File: src/rtl/fetch_pkg.sv
// Shared types and constants for the instruction fetch unit.
package fetch_pkg;

    localparam int XLEN    = 32;
    localparam int PC_STEP = 4;

    typedef enum logic [1:0] {
        ST_IDLE = 2'd0,
        ST_REQ  = 2'd1,
        ST_HOLD = 2'd2
    } fetch_state_t;

    // Branch targets are forced word-aligned; sequential flow wraps modulo 2^XLEN.
    function automatic logic [XLEN-1:0] next_pc(input logic [XLEN-1:0] cur_pc,
                                                input logic            take_branch,
                                                input logic [XLEN-1:0] target);
        logic [XLEN-1:0] align_mask;
        align_mask = ~(XLEN'(3));
        if (take_branch)
            next_pc = target & align_mask;
        else
            next_pc = cur_pc + XLEN'(PC_STEP);
    endfunction

endpackage

File: src/rtl/fetch_if.sv
// Instruction-memory read channel between the fetch unit (master) and memory (slave).
interface fetch_if;
    import fetch_pkg::*;

    logic            imem_req;
    logic [XLEN-1:0] imem_addr;
    logic            imem_ack;
    logic [XLEN-1:0] imem_rdata;

    modport master (output imem_req, output imem_addr, input imem_ack, input imem_rdata);
    modport slave  (input imem_req, input imem_addr, output imem_ack, output imem_rdata);

endinterface

File: src/rtl/phase_edge_det.sv
// Rise/fall detector for a phase level sampled on posedge clk, against a registered history bit.
module phase_edge_det (
    input  logic clk,
    input  logic rst,
    input  logic sig,
    output logic rise,
    output logic fall
);

    logic sig_p0;

    always_ff @(posedge clk or negedge rst) begin
        if (!rst)
            sig_p0 <= 1'b0;
        else
            sig_p0 <= sig;
    end

    assign rise = sig & ~sig_p0;
    assign fall = ~sig & sig_p0;

endmodule

File: src/rtl/fetch_unit.sv
// Phase-driven instruction fetch unit: IDLE -> REQ -> HOLD -> execute -> IDLE.
// Optional protocol-error pulse output fetch_err is built only with FETCH_CHECK_EN defined.
module fetch_unit
    import fetch_pkg::*;
#(
    parameter logic [XLEN-1:0] RESET_PC = 32'h0000_0000
) (
    input  logic            clk,
    input  logic            rst,
    input  logic            fetch,
    input  logic            alu_ena,
    input  logic            branch_valid,
    input  logic [XLEN-1:0] branch_target,
    fetch_if.master         imem,
    output logic [XLEN-1:0] instr,
    output logic            instr_valid,
    output logic [XLEN-1:0] pc,
    output logic            exec_strobe
`ifdef FETCH_CHECK_EN
    ,
    output logic            fetch_err
`endif
);

    fetch_state_t state;
    logic         req_q;
    logic         rise;
    logic         fall;

    phase_edge_det u_edge (
        .clk  (clk),
        .rst  (rst),
        .sig  (fetch),
        .rise (rise),
        .fall (fall)
    );

    assign imem.imem_req  = req_q;
    assign imem.imem_addr = pc;

    // REQ is only held while fetch stays high, so a fall seen in REQ means the window closed.
    always_ff @(posedge clk or negedge rst) begin
        if (!rst) begin
            state       <= ST_IDLE;
            pc          <= RESET_PC;
            instr       <= '0;
            instr_valid <= 1'b0;
            req_q       <= 1'b0;
            exec_strobe <= 1'b0;
        end else begin
            exec_strobe <= 1'b0;
            case (state)
                ST_IDLE: begin
                    if (rise) begin
                        req_q <= 1'b1;
                        state <= ST_REQ;
                    end
                end
                ST_REQ: begin
                    if (imem.imem_ack) begin
                        instr       <= imem.imem_rdata;
                        instr_valid <= 1'b1;
                        req_q       <= 1'b0;
                        state       <= ST_HOLD;
                    end else if (fall) begin
                        req_q <= 1'b0;
                        state <= ST_IDLE;
                    end
                end
                ST_HOLD: begin
                    if (alu_ena) begin
                        exec_strobe <= 1'b1;
                        instr_valid <= 1'b0;
                        pc          <= next_pc(pc, branch_valid, branch_target);
                        state       <= ST_IDLE;
                    end
                end
                default: begin
                    req_q <= 1'b0;
                    state <= ST_IDLE;
                end
            endcase
        end
    end

`ifdef FETCH_CHECK_EN
    logic err_cond;

    always_comb begin
        err_cond = 1'b0;
        if ((state == ST_REQ) && !imem.imem_ack && fall)
            err_cond = 1'b1;
        if (alu_ena && (state != ST_HOLD))
            err_cond = 1'b1;
        if (rise && (state != ST_IDLE))
            err_cond = 1'b1;
    end

    always_ff @(posedge clk or negedge rst) begin
        if (!rst)
            fetch_err <= 1'b0;
        else
            fetch_err <= err_cond;
    end
`endif

endmodule

File: src/flat_wrapper.sv
// flat-port wrapper written by rule: the top's interface ports become plain ports
module fetch_unit_flat import fetch_pkg::*;
#(
    parameter logic [XLEN-1:0] RESET_PC = 32'h0000_0000
)
  (clk, rst, fetch, alu_ena, branch_valid, branch_target, instr, instr_valid, pc, exec_strobe, imem_imem_req, imem_imem_addr, imem_imem_ack, imem_imem_rdata);
  fetch_if imem_i ();
  input  logic clk;
  input  logic rst;
  input  logic fetch;
  input  logic alu_ena;
  input  logic branch_valid;
  input  logic [XLEN-1:0] branch_target;
  output logic [XLEN-1:0] instr;
  output logic instr_valid;
  output logic [XLEN-1:0] pc;
  output logic exec_strobe;
  output wire logic [$bits(imem_i.imem_req)-1:0] imem_imem_req;
  output wire logic [$bits(imem_i.imem_addr)-1:0] imem_imem_addr;
  input wire logic [$bits(imem_i.imem_ack)-1:0] imem_imem_ack;
  input wire logic [$bits(imem_i.imem_rdata)-1:0] imem_imem_rdata;
  assign imem_imem_req = imem_i.imem_req;
  assign imem_imem_addr = imem_i.imem_addr;
  assign imem_i.imem_ack = imem_imem_ack;
  assign imem_i.imem_rdata = imem_imem_rdata;
  fetch_unit #(.RESET_PC(RESET_PC)) u_core (.clk(clk), .rst(rst), .fetch(fetch), .alu_ena(alu_ena), .branch_valid(branch_valid), .branch_target(branch_target), .imem(imem_i), .instr(instr), .instr_valid(instr_valid), .pc(pc), .exec_strobe(exec_strobe));
endmodule
File: config.mk
export PLATFORM = sky130hd
export DESIGN_NAME = fetch_unit_flat
export DESIGN_NICKNAME = d
export VERILOG_FILES = /design/src/rtl/fetch_pkg.sv /design/src/rtl/fetch_if.sv /design/src/rtl/phase_edge_det.sv /design/src/rtl/fetch_unit.sv /design/src/flat_wrapper.sv
export SDC_FILE = /design/constraint.sdc
export NUM_CORES = 1
export LEC_CHECK = 0
export ABC_AREA = 1
export CORE_MARGIN = 2
export CORE_UTILIZATION = 39
export DETAILED_ROUTE_END_ITERATION = 12
export HOLD_SLACK_MARGIN = 0.08
export PLACE_DENSITY = 0.81
export RECOVER_POWER = 100
export SLEW_MARGIN = 10
export SYNTH_ARGS = -nofsm -noshare
export SYNTH_HDL_FRONTEND = slang
export SYNTH_SLANG_ARGS = --single-unit
File: constraint.sdc
create_clock -name clk -period 1.5 [get_ports clk]
set_input_delay 0.225 -clock clk [delete_from_list [all_inputs] [get_ports clk]]
set_output_delay 0.225 -clock clk [all_outputs]
set_load 0.01 [all_outputs]
Word level (Yosys, flattened, before mapping)

Index checks and enable logic that the tools add are counted.

Add/subtract/negate cells: 1
Eq/ne operators: 6
Muxes and demuxes: 15
Bitwise operators: 5
Reductions and logical operators: 7

Operators with widths:

| cell                    | count |
|---|---|
| $add A32 B3 Y32 const B | 1 |
| $mux W32                | 1 |
| $reduce_and A3 Y1       | 3 |
| $mux W2                 | 4 |
| $mux W1                 | 7 |
| $pmux W2 S3             | 1 |
| $ne A2 B2 Y1 const B    | 2 |
| $reduce_and A2 Y1       | 2 |
| $ne A3 B2 Y1 const B    | 1 |
| $not A1 Y1              | 3 |
| $pmux W1 S3             | 1 |
| $and A1 B1 Y1           | 2 |
| $eq A2 B1 Y1 const B    | 1 |
| $eq A2 B2 Y1 const B    | 1 |
| $logic_not A2 Y1        | 1 |
| $ne A2 B1 Y1 const B    | 1 |
| $pmux W1 S2             | 1 |
| $reduce_bool A2 Y1      | 1 |

Register bits: 70
Input port bits: 70
Output and inout port bits: 99
Word-level logic and storage cells: 41

Logic depth before layout (Yosys ltp)

Gate-level depths: netlist of run 1.

Depth in word-level cells: 5
Depth in mapped cells: 10
Depth with buffers taken out: 10

By module

A second synthesis of run 1 with hierarchy kept.

Cells, all modules: 517
Area total of the unflattened synthesis: 4097.7 sq um

By module, submodules not included:

| module         | instances | cells an instance | area each (sq um) | seq. area each (sq um) |
|---|---|---|---|---|
| fetch_unit     | 1         | 512               | 4057.6            | 1676.6 |
| phase_edge_det | 1         | 5                 | 40.0              | 25.0 |

Least setup slack after synthesis of run 1

OpenSTA, ideal clock, no wires.

Path type: register -> register
Start point: register u_core.pc[3] (netlist: u_core.imem.imem_addr[3])
End point: register u_core.pc[22] (netlist: u_core.imem.imem_addr[22])
Setup time: 116 ps
Arrival time: 1381 ps
Data required time: 1384 ps
Setup slack: 2 ps
Stages on the path, launching flop included: 11
Buffers on the path: 0
Period minus slack after synthesis: 1498 ps
Cells stage by stage: dfrtp_1 ha_1 nand2_2 nor2_4 nand2_4 nor2_8 nand2_1 nand2_1 nand3_1 nand2_1 nand2_1

Cells in the longest elaborated chain, start to end: 2

Ends and longest elaborated chain:

| what                     | line             | text |
|---|---|---|
| start: declaration       | fetch_unit.sv:17 | `output logic [XLEN-1:0] pc,` |
| start signal: assignment | fetch_unit.sv:74 | `pc <= next_pc(pc, branch_valid, branch_target);` |
| $add A32 B3 Y32          | fetch_pkg.sv:22  | `next_pc = cur_pc + XLEN'(PC_STEP);` |
| $mux W32                 | fetch_pkg.sv:19  | `if (take_branch)` |

Every way passes these cells.
A chain may end at the register's enable or synchronous reset.

Worst setup path in the final report of run 1

Start point: register u_core.pc[2] (netlist: u_core.imem.imem_addr[2])
End point: register u_core.pc[14] (netlist: u_core.imem.imem_addr[14])

The elaborated chain is that of the path after synthesis.

==> impl_metrics.csv, run 1 <==
group,metric,value,unit
final_layout,finish.utilization,0.605,
floorplanning,fp-row-count,37,
final_layout,drive_above_1_share,0.245,
floorplanning,die_y,106,microns
synth,synthArstFlopShare,1.00,
setup_path,r2r_end,"u_core.imem.imem_addr[14]",
synth,syn_inst,509,
global_routing,track_usage,0.211,
setup_path,crit_buf_inv,1,
floorplanning,core_area,10200,sq um
setup_path,crit_arrival,1770,ps
synth,seq_area_frac_synth,0.422,
synth,postSynthRegisterBits,68,
sta,relSlewSlack,0.403,
setup_path,crit_start,"u_core.imem.imem_addr[2]",
setup_path,cp_data_required_time,1740,ps
final_layout,ff_latch_area,1720,sq um
floorplanning,die_w,106,microns
setup_path,critPathTopFamily,"simple AND/OR/NAND/NOR gates",
outcome,violations,"negative setup slack",
global_routing,grt_pass1_vias,4080,
sta,fin_crit_sh,1.02,
synth,synth.area.top_cells,"dfrtp_1, nand2_1, mux2_2, buf_4, nor2_1",
detailed_routing,via_count,4030,
setup_path,r2r_cells,9,
global_routing,grt_pass1_wl,18900,microns
power,vdd_drop_max,1.03,mV
clock_tree,cts_sinks,68,
detailed_routing,final_antenna_net_count,0,
detailed_routing,viasPerCell,4.83,
final_layout,fill_cells,862,
placed_design,pre_cts_ws,-10.5,ps
detailed_routing,drc,0,
setup_path,timing.reg2reg.setup_slack,-40,ps
synth,syn_avg_cell_area,7.93,sq um
clock_tree,clk_pin_slew,80,ps
global_routing,antenna_found_initial,0,
sta,fin_skew,7.40,ps
floorplanning,io_pins,169,
clock_tree,htreeDepth,3,
power,power_leakage,2.83,nW
synth,syn-cell-area,4040,sq um
sta,holdWs,479,ps
placed_design,place_hpwl,8230,microns
setup_path,crit_fanout,4,
final_layout,multi_input_area,1940,sq um
sta,slew_viol_final,0,
outcome,status,"finished, violations left",
sta,hold_violations,0,
synth,post-synth-top-count-cell,"nand2_1",
synth,synth_top_cell_by_area,"dfrtp_1",
clock_tree,cts-root-buf,"clkbuf_8",
detailed_routing,firstDrtPassIters,5,
detailed_routing,routed_wl,11700,microns
synth,yosys_most_used_dff,"dfrtp_1",
synth,synth_top_area_frac,0.422,
setup_path,endpoint,"u_core.imem.imem_addr[14]",
sta,fin_ws,-35.5,ps
placed_design,portBuffers,162,
setup_path,crit_slowest_cell,"dfrtp_1",
setup_path,cp.depth,9,
job,max_cap_viol_count,0,
power,power_density,1800,nW/um^2
floorplanning,start_util,0.396,
synth,synth_common_cells,"nand2_1, nor2_1, dfrtp_1, inv_1, buf_4",
detailed_routing,wl_per_cell,14.0,microns
sta,finalCriticalPeriod,1540,ps
synth,ys_warn_count,0,
setup_path,r2r-start,"u_core.imem.imem_addr[2]",
clock_tree,max-clock-path-buffers,2,
floorplanning,dieArea,11200,sq um
final_layout,area_growth,52.5,%
setup_path,cp-start-kind,"register",
worst_hold_path,worstHoldPathCells,2,
placed_design,place_area,5710,sq um
sta,rsz0062_at_grt,"true",
setup_path,max_stage_delay,400,ps
global_routing,grt-ovfl-total,0,
synth,synth_cell_types,32,
final_layout,antenna_cells,0,
final_layout,num-nets-final,765,
clock_tree,cts_tree,"done",
worst_hold_path,hp-class,"register to register",
detailed_routing,drtIter0Drc,206,
final_layout,final_area,6160,sq um
placed_design,gp_congestion,0.916,
clock_tree,numCtsBuffers,9,
setup_path,path_cells,"ha_4 -> nand2_4 -> nor2_4 -> nand2_4 -> nor2_4 -> buf_4 -> nand3_2 -> o21ai_1 -> a21oi_1",
sta,worst_pin_slew,896,ps
setup_path,critical_path_class,"register to register",
sta,max_freq,651,MHz
synth,synth-edff-count,0,
global_routing,grt_max_degree,69,
sta,setup_viol,5,
clock_tree,insertion_delay,350,ps
setup_path,critPathCaptureType,"register",
## power breakdown
part	leakage (nW)	internal [mW]	total (mW)	switching, mW
logic	1.96	3.18	6.33	3.16
clock network	0.0779	0.604	1.38	0.775
registers	0.792	2.74	3.34	0.598
total	2.83	6.53	11.1	4.53
## placed cells by master, fill, tap and decap left out, types with 6 or more instances in the layout
| cell type | netlist | routed |
|---|---|---|
| a21oi_1 | 11 | 11 |
| buf_4 | 35 | 52 |
| clkbuf_8 | 1 | 9 |
| clkdlybuf4s25_1 | 0 | 28 |
| clkdlybuf4s50_1 | 0 | 73 |
| dfrtp_1 | 68 | 55 |
| dfrtp_2 | 0 | 13 |
| dlygate4sd2_1 | 0 | 55 |
| inv_1 | 41 | 40 |
| mux2_2 | 32 | 32 |
| nand2_1 | 136 | 131 |
| nand2_2 | 4 | 8 |
| nand3_1 | 34 | 31 |
| nor2_1 | 69 | 51 |
| nor2_2 | 3 | 16 |
| nor2_4 | 7 | 12 |
| nor3_1 | 6 | 6 |
| o21ai_0 | 23 | 21 |
## layer usage
metal / track usage / part of all wire / up-vias
met3: 0.0724 / 0.10 / 21
met5: 0 / 0 / -
li1: - / - / 1940
met1: 0.250 / 0.39 / 1885
met2: 0.353 / 0.49 / 184
met4: 0.0789 / 0.017 / 0
## tightest hold or removal path: stages (launching register included)
cell and delay (ps):
dfrtp_1 350, nand2_1 50, nand2_1 50
## cell type report
type,instances,area share
flip-flops and latches,68,0.279
clock buffers,9,0.0201
clock inverters,7,0.00853
multi-input cells,351,0.315
repair buffers,221,0.323
inverters,43,0.0262
well taps,136,0.0276
## flip-flops by register name, indices dropped and copies added, names as in the netlist
| name | flops |
|---|---|
| u_core.exec_strobe | 1 |
| u_core.imem.imem_addr | 30 |
| u_core.imem.imem_req | 1 |
| u_core.instr | 32 |
| u_core.instr_valid | 1 |
| u_core.state | 2 |
| u_core.u_edge.sig_p0 | 1 |
## timing repair
item                                    4_1_cts  5_1_grt
hold buffers                                  1        0
pin swaps                                     0       23
endpoints found under the hold margin        68        0
endpoints found under the setup margin       70       53
buffers inserted                             25        8
gates resized for setup                      71       70
## how the worst min path moves through the flow
stage | from | endpoint | slack, ps
6_report | u_core.instr_valid | u_core.instr_valid | 480
5_1_grt | fetch | u_core.u_edge.sig_p0 | 480
4_1_cts | fetch | u_core.u_edge.sig_p0 | 360
3_5_place_dp | rst | u_core.instr[28] | 280
3_3_place_gp | rst | u_core.instr[28] | 280
2_1_floorplan | rst | u_core.exec_strobe | -70
## logic make-up after synthesis
family | after synthesis | synth area share
compound gates | 46 | 0.0611
simple gates | 268 | 0.294
fa+ha+maj | 1 | 0.00310
mux | 32 | 0.0893
flops | 68 | 0.422
buf+inv | 93 | 0.131
other cells | 1 | 0.000929
## through the flow
step           cells  TNS [ps]  power [mW]
6_report         835      -100        11.1
4_1_cts          828     -1.63        11.0
3_3_place_gp     786         0        9.41
3_5_place_dp     786     -18.3        9.61
5_1_grt          835     -1700        11.9
2_1_floorplan    512         0        6.55
Note: power is estimated with default switching activity, not from simulation.
==> run 2, diff against run 1 <==
--- a/config.mk
+++ b/config.mk
@@ -7,10 +7,10 @@
 export LEC_CHECK = 0
 export ABC_AREA = 1
 export CORE_MARGIN = 2
-export CORE_UTILIZATION = 39
+export CORE_UTILIZATION = 43
 export DETAILED_ROUTE_END_ITERATION = 12
 export HOLD_SLACK_MARGIN = 0.08
-export PLACE_DENSITY = 0.81
+export PLACE_DENSITY = 0.85
 export RECOVER_POWER = 100
 export SLEW_MARGIN = 10
 export SYNTH_ARGS = -nofsm -noshare
==> constraint.sdc (replaced) <==
create_clock -name clk -period 1.7 [get_ports clk]
set_input_delay 0.255 -clock clk [delete_from_list [all_inputs] [get_ports clk]]
set_output_delay 0.255 -clock clk [all_outputs]
set_load 0.01 [all_outputs]
==> run 2 against run 1 <==
Effect of this change: the run now ends clean; non-clock buffer count down 48; register-to-register slack improved by 150 ps; clock power about the same; die area shrank 9.0%; combinational power shrank 23%; largest cell class is now multi-input combinational cells; largest power group unchanged; hold slack lost 2.3 ps; sequential share of layout area is 1.9 points higher; routed wire length down 8.4%; sequential power fell by 5%.
==> impl_metrics.csv, run 2 (synthesized netlist as in run 1, its figures left out) <==
group,metric,value,unit
outcome,status,"finished, final reports clean",
global_routing,grt_max_degree,69,
sta,finalCriticalPeriod,1650,ps
floorplanning,die_y,101,microns
setup_path,critical_path_class,"register to output pin",
final_layout,final_area,5750,sq um
setup_path,critPathTopFamily,"buffers and inverters",
detailed_routing,wl_per_cell,14.0,microns
placed_design,portBuffers,162,
sta,hold_violations,0,
clock_tree,cts_sinks,68,
setup_path,crit_slowest_cell,"clkdlybuf4s50_1",
clock_tree,clk_pin_slew,80,ps
final_layout,final_cell_mix,"nand2_1, clkdlybuf4s50_1, nor2_1, dfrtp_1, inv_1",
setup_path,cp-start-kind,"register",
floorplanning,core_area,9150,sq um
global_routing,grt-ovfl-total,0,
placed_design,place_hpwl,8080,microns
placed_design,place_area,5600,sq um
sta,worst_pin_slew,933,ps
clock_tree,numCtsBuffers,9,
clock_tree,cts-root-buf,"clkbuf_8",
detailed_routing,routed_wl,10700,microns
clock_tree,cts_tree,"done",
global_routing,grt_pass1_wl,17300,microns
setup_path,path_cells,"clkdlybuf4s50_1",
final_layout,num-nets-final,717,
sta,rsz0062_at_grt,"false",
floorplanning,dieArea,10200,sq um
sta,tns,0,ps
sta,fin_crit_sh,0.969,
floorplanning,fp-row-count,35,
detailed_routing,drc,0,
clock_tree,insertion_delay,340,ps
floorplanning,io_pins,169,
power,power_leakage,2.55,nW
clock_tree,htreeDepth,3,
detailed_routing,final_antenna_net_count,0,
power,power_density,1630,nW/um^2
detailed_routing,via_count,3818,
power,vdd_drop_max,0.883,mV
global_routing,grt_pass1_vias,3767,
floorplanning,die_w,101,microns
setup_path,crit_buf_inv,1,
final_layout,layout_commonest_cell,"nand2_1",
sta,relSlewSlack,0.378,
final_layout,largest_reg_flops,32,
global_routing,antenna_found_initial,0,
clock_tree,max-clock-path-buffers,2,
sta,max_freq,607,MHz
clock_tree,postCtsSetupBuffers,0,
sta,fin_skew,12.4,ps
setup_path,crit_fanout,7,
sta,holdWs,476,ps
final_layout,area_growth,42.5,%
floorplanning,start_util,0.441,
final_layout,antenna_cells,0,
sta,setup_viol,0,
setup_path,critPathCaptureType,"output pin",
worst_hold_path,hp-class,"register to register",
final_layout,top_register,"u_core.instr",
detailed_routing,drtIter0Drc,222,
global_routing,track_usage,0.216,
setup_path,max_stage_delay,590,ps
detailed_routing,firstDrtPassIters,5,
setup_path,crit_arrival,1390,ps
final_layout,drive_above_1_share,0.134,
sta,slew_viol_final,0,
detailed_routing,viasPerCell,5.01,
setup_path,cp_data_required_time,1440,ps
job,max_cap_viol_count,0,
placed_design,gp_congestion,0.887,
## run 2: cell type report
class                           instances  area, sq um
Tap cell                              111          139
Sequential cell                        68         1710
Timing Repair Buffer                  173         1750
Clock inverter                          7         75.1
Inverter                               43          161
Fill cell                             787         3400
Clock buffer                            9          124
Multi-Input combinational cell        351         1790
## run 2: metal layers
layer | vias to the layer above | part of all wire | global-route usage
met3 | 16 | 0.11 | 0.0749
met2 | 176 | 0.49 | 0.367
li1 | 1853 | - | -
met4 | 0 | 0.018 | 0.0801
met1 | 1773 | 0.39 | 0.250
met5 | - | 0 | 0
## run 2: repair_timing
| item | in CTS | in global routing |
|---|---|---|
| endpoints found under the setup margin | 3 | 15 |
| hold endpoints to repair | 68 | 0 |
| hold buffers | 1 | 0 |
| gates resized for setup | 2 | 9 |
## run 2: final timing paths
| check | from | slack, ps | cells after the start | to |
|---|---|---|---|---|
| min in group asynchronous | rst | 680 | 3 | u_core.instr[29] |
| max reg2reg | u_core.imem.imem_addr[2] | 110 | 10 | u_core.imem.imem_addr[30] |
| max in group asynchronous | rst | 350 | 3 | u_core.imem.imem_addr[27] |
| max | u_core.imem.imem_addr[29] | 50 | 1 | pc[29] |
| min reg2reg | u_core.instr_valid | 480 | 2 | u_core.instr_valid |
| min | u_core.instr_valid | 480 | 2 | u_core.instr_valid |
## run 2: power breakdown
group	switching [mW]	leakage, nW	internal [mW]	total, mW
Clock	0.681	0.0923	0.685	1.37
Combinational	2.21	1.66	2.64	4.86
Sequential	0.763	0.796	2.42	3.18
Total	3.65	2.55	5.75	9.40
## run 2: metrics by stage
step	worst slack, ps	cells	utilization	power [mW]
after global placement	110	745	0.612	8.12
final	52.3	762	0.628	9.40
after detailed placement	64.3	745	0.612	8.30
after CTS	5.75	762	0.635	9.71
after global routing	0.348	762	0.628	10.1
after floorplan	202	512	-	5.78
